[src/rtl/serial_adder_n.sv]
// Digit-serial adder: {c, s} = a + b + cin, DIGIT bits per clock, with a
// carry flop between digits and a start/busy/done handshake.
module serial_adder_n #(
    parameter int WIDTH = 8,
    parameter int DIGIT = 1
) (
    input  logic             clk,
    input  logic             rst_n,
    input  logic             start,
    input  logic [WIDTH-1:0] a,
    input  logic [WIDTH-1:0] b,
    input  logic             cin,
    output logic             busy,
    output logic             done,
    output logic [WIDTH-1:0] s,
    output logic             c
);
    localparam int N  = WIDTH / DIGIT;
    localparam int CW = $clog2(N) + 1;

    localparam logic [1:0] S_IDLE = 2'd0;
    localparam logic [1:0] S_RUN  = 2'd1;
    localparam logic [1:0] S_DONE = 2'd2;

    generate
        if (WIDTH < 1 || DIGIT < 1 || (WIDTH % DIGIT) != 0) begin : g_bad_params
            $fatal(1, "serial_adder_n: DIGIT must be >= 1 and divide WIDTH exactly");
        end
    endgenerate

    logic [1:0]       state;
    logic [WIDTH-1:0] a_sr;
    logic [WIDTH-1:0] b_sr;
    logic [WIDTH-1:0] sum_sr;
    logic             carry_q;
    logic [CW-1:0]    cnt;

    logic [DIGIT:0]   digit_add;
    logic [WIDTH-1:0] digit_ext;
    logic [WIDTH-1:0] sum_next;
    logic             last_digit;

    // DIGIT-bit ripple chain: low digit of each operand plus the carry flop.
    assign digit_add = {1'b0, a_sr[DIGIT-1:0]} + {1'b0, b_sr[DIGIT-1:0]}
                     + {{DIGIT{1'b0}}, carry_q};

    // NOTE: every variable written here gets a default first, so no latch is inferred.
    always_comb begin
        digit_ext            = '0;
        digit_ext[DIGIT-1:0] = digit_add[DIGIT-1:0];
        sum_next             = (sum_sr >> DIGIT) | (digit_ext << (WIDTH - DIGIT));
    end

    assign last_digit = (cnt == CW'(N - 1));
    assign busy       = (state == S_RUN);
    assign done       = (state == S_DONE);

    // NOTE: non-blocking assignments so every register updates from pre-edge values.
    always_ff @(posedge clk or negedge rst_n) begin
        // NOTE: all state, including the shift registers, is reset so no X reaches s/c.
        if (!rst_n) begin
            state   <= S_IDLE;
            a_sr    <= '0;
            b_sr    <= '0;
            sum_sr  <= '0;
            carry_q <= 1'b0;
            cnt     <= '0;
            s       <= '0;
            c       <= 1'b0;
        end else begin
            case (state)
                S_IDLE, S_DONE: begin
                    // DONE accepts a new start exactly like IDLE for back-to-back use.
                    if (start) begin
                        a_sr    <= a;
                        b_sr    <= b;
                        sum_sr  <= '0;
                        carry_q <= cin;
                        cnt     <= '0;
                        state   <= S_RUN;
                    end else begin
                        state   <= S_IDLE;
                    end
                end
                S_RUN: begin
                    a_sr    <= a_sr >> DIGIT;
                    b_sr    <= b_sr >> DIGIT;
                    sum_sr  <= sum_next;
                    carry_q <= digit_add[DIGIT];
                    cnt     <= cnt + CW'(1);
                    if (last_digit) begin
                        s     <= sum_next;
                        c     <= digit_add[DIGIT];
                        state <= S_DONE;
                    end
                end
                default: state <= S_IDLE;
            endcase
        end
    end
endmodule

[config.mk]
export PLATFORM = sky130hd
export DESIGN_NAME = serial_adder_n
export DESIGN_NICKNAME = d
export VERILOG_FILES = /design/src/rtl/serial_adder_n.sv
export SDC_FILE = /design/constraint.sdc
export NUM_CORES = 1
export LEC_CHECK = 0
export BUFFER_PORTS_ARGS = -buffer_cell sky130_fd_sc_hd__buf_2
export CAP_MARGIN = 15
export CORE_MARGIN = 4
export CORE_UTILIZATION = 30
export DETAILED_ROUTE_END_ITERATION = 16
export PLACE_DENSITY = 0.53
export SYNTH_ARGS = -nofsm -noshare
export SYNTH_HDL_FRONTEND = slang
export SYNTH_SLANG_ARGS = --single-unit
[constraint.sdc]
create_clock -name clk -period 1.7 [get_ports clk]
set_clock_uncertainty 0.05 [all_clocks]
set_input_delay 0.085 -clock clk [delete_from_list [all_inputs] [get_ports clk]]
set_output_delay 0.085 -clock clk [all_outputs]
set_load 0.02 [all_outputs]
==> run summary <==
STA classifies the critical path startpoint as a flop. Data on the critical path is required at its endpoint by around 1.8 ns. The detail route stage leaves a number of antenna-violating nets equal to 0. The yosys synthesis warning count came out at 0. The global-route wire length before repair is 5181 µm. The number of pins exceeding their max-slew limit in the final report was 0.

For this run, the top clock speed supported by timing is 0.6272 GHz. The total clock buffers created by CTS came out at 5. The overall track demand over capacity in global routing came out at between 10% and 20%. The number of global-route vias before repair came to 1107. The synthesized area divided by synthesized cell count is roughly 14 µm².

The share of the Yosys chip area taken by registers is between 60% and 70%. In this run the tool buffered the top-level ports with 30 buffer cells. In the final design database the tool counted 176 nets. The cell count after synthesis is 115.

Summing all multi-input logic gate instances after layout gives 593.1 µm². For the pin with the worst max-slew slack, the measured transition is about 0.56 ns. The post-CTS setup buffer count came out at 0. The launch point of the worst reg-to-reg path is cnt[0]. The finished cells cover 2026 µm². The fill cell total of the finished layout is roughly 520. The worst-path maximum fanout came out at 5. The count of TritonRoute iterations in the first routing pass is 4. The maximum root-to-sink buffer count came out at 2. TritonCTS built the clock tree. In this run the most critical hold path is launched from start.

The iteration-0 DRC count of the detailed router is 59. The final total power is 4002 µW. In this run the worst setup path begins at cnt[0]. Summing every instance area after synthesis gives 1597 µm². In the layout the commonest cells are dfrtp_1, buf_2, a22o_1. Leaving out fill and tap cells, the most frequent cell in the layout is dfrtp_1. In this run, synthesis produced a sequential element count of 39. The post-synthesis to final-layout area growth came out at 26.88%. By area the synthesized netlist is led by dfrtp_1, a22o_1, a21o_1. Summed over all nets, the half-perimeter wirelength after detailed placement is 2082 µm. The initial antenna violation count is 0. The worst path in the final design needs a cycle of ~1.6 ns, including I/O delays and setup. The diode insertion count for antenna repair is 0. For this run, the leading register cell type out of synthesis is dfrtp_1. OpenSTA, run right after detailed placement, puts the worst setup slack at -0.001014 ns. The die outline height is 80.95 µm.

The clock sink count came out at 39. The number of placed I/O pins is 31. The number of rows in the core area is 26. The final sum of negative setup slack came out at 0 ns. The end-of-flow core utilization came out at 39.41%. The total of max-cap violations is 0. The number of design rule violations left after detail routing came out at 0. For the worst-skew pair, the clock arrives at the later sink with an insertion delay of between 0.2 and 0.3 ns. The smallest setup slack after layout is about 0.11 ns. The routed via count is about 1100. The fraction of post-synthesis cell area in the top cell type by area is around 61%. The initial core utilization is 31.06%. The detailed-route wire length per cell is 13.89 µm. The worst supply voltage drop on vdd is between 0.0006 and 0.0007 V. The number of failing hold endpoints at the final stage is 0. The tree is rooted in a clkbuf_8. Summed over all layers, the global routing overflow is 0. The worst setup path is captured at a flop.

In the final layout, flip-flops and latches occupy approximately 980 µm². The area of the die came out at 6553 µm². The cell type with the highest aggregate area in the netlist is dfrtp_1. The number of H-tree levels is 2. The number of nets handed over by synthesis was 137. The clock slew seen by the registers of the worst setup and hold paths is 0.08 ns.

The number of enable-type register cells in the synthesized netlist came out at 0. STA puts the critical path data arrival time at around 1.7 ns. The max-slew headroom at the worst pin is 62.71%. The congestion estimate from routability-driven global placement came to 0.6902. The routed design has 3126 µm of wire. After layout, the worst path uses a little over nine tenths of the clock period. Setup repair after global routing left no endpoint under its margin. The run finished with clean final reports. The static leakage came out at around 0.0011 µW. The worst hold path belongs to the class in2reg. Of all flip-flops after synthesis, the portion carrying an async set or reset was 100.0%.

The largest net degree at the start of global routing is 40. Using the TritonRoute via totals, the vias-per-cell ratio works out to approximately 4.7. The critical path in this run is classified as reg2reg. The width of the chip is 80.95 µm. The number of distinct library cells after synthesis came out at 19. The standard cell core area came out at 5140 µm².

The share of post-route cells with drive strength above 1 came out at 36.77%. The setup-violating endpoint count in the final report is 0. The standard cell area after detailed placement came out at 1834 µm². The power density over the cells is 1976 nW/µm².
synth_stat cells (2+ instances only):
library cell  count
a21o_1           15
dfrtp_1          39
nand2_1           3
mux2_2            9
buf_4             2
nor2b_1           3
buf_2             6
mux2i_1           2
a22o_1           26
flip-flops by register name, indices dropped and copies added, names as in the netlist:
register and flops:
b_sr 8, sum_sr 7, carry_q 1, state 2, c 1, a_sr 8, s 8, cnt 4
where the power goes:
| group | total [µW] | internal, µW | switching [µW] |
|---|---|---|---|
| combinational | 1500 | 769 | 735 |
| sequential | 1600 | 1340 | 256 |
| clock | 902 | 585 | 317 |
metal layers:
layer / vias up / part of all wire (%) / track usage [%]
met3: 2 / 7.7 / 3.880
met5: - / 0 / 0
met2: 37 / 46 / 15.76
met1: 514 / 46 / 13.79
li1: 504 / - / -
met4: 0 / 0.32 / 2.703
cell type report:
cell class,count,area share (%)
flip-flops and latches,39,48.18
multi-input cells,68,29.28
repair buffers,40,11.49
well taps,70,4.324
clock buffers,5,3.397
clock inverters,3,3.335
timing repair:
action | CTS | global route
pin swaps | 0 | 1
endpoints found under the hold margin | 41 | 0
endpoints found under the setup margin | 10 | 9
resized for setup | 1 | 7
gates cloned | 0 | 1
hold buffers | 3 | 0
stage by stage:
stage	instances	hold WS, ns
floorplan	115	-0.2606
global placement	213	0.1080
detailed placement	213	0.1251
CTS	224	0.01941
global route	225	0.03560
finish	225	0.01451
critical path: stages, from the launching register on:
cell and delay, ns:
dfrtp_1 0.39, ha_1 0.20, nand2_1 0.11, nor3b_4 0.22, buf_4 0.19, mux2_2 0.33
worst paths after layout:
check                           endpoint  slack [ns]  cells past startpoint
worst max-delay path                s[3]        0.11                      5
max in group asynchronous        b_sr[5]        0.93                      3
worst max register to register      s[3]        0.11                      5
worst min-delay path            state[0]        0.01                      3
min in group asynchronous           s[0]        0.32                      3
worst min register to register   b_sr[3]        0.43                      1
cell families after synthesis:
kind of cell               share of synthesized area [%]
adders and majority gates                          2.038
xor gates and xnor gates                          0.5487
and+or+nand+nor                                    4.233
AOI/OAI and AO/OA                                  21.63
DFF                                                61.13
buffers and inverters                              2.821
muxes                                              7.602
Note: power is estimated with default switching activity, not from simulation.
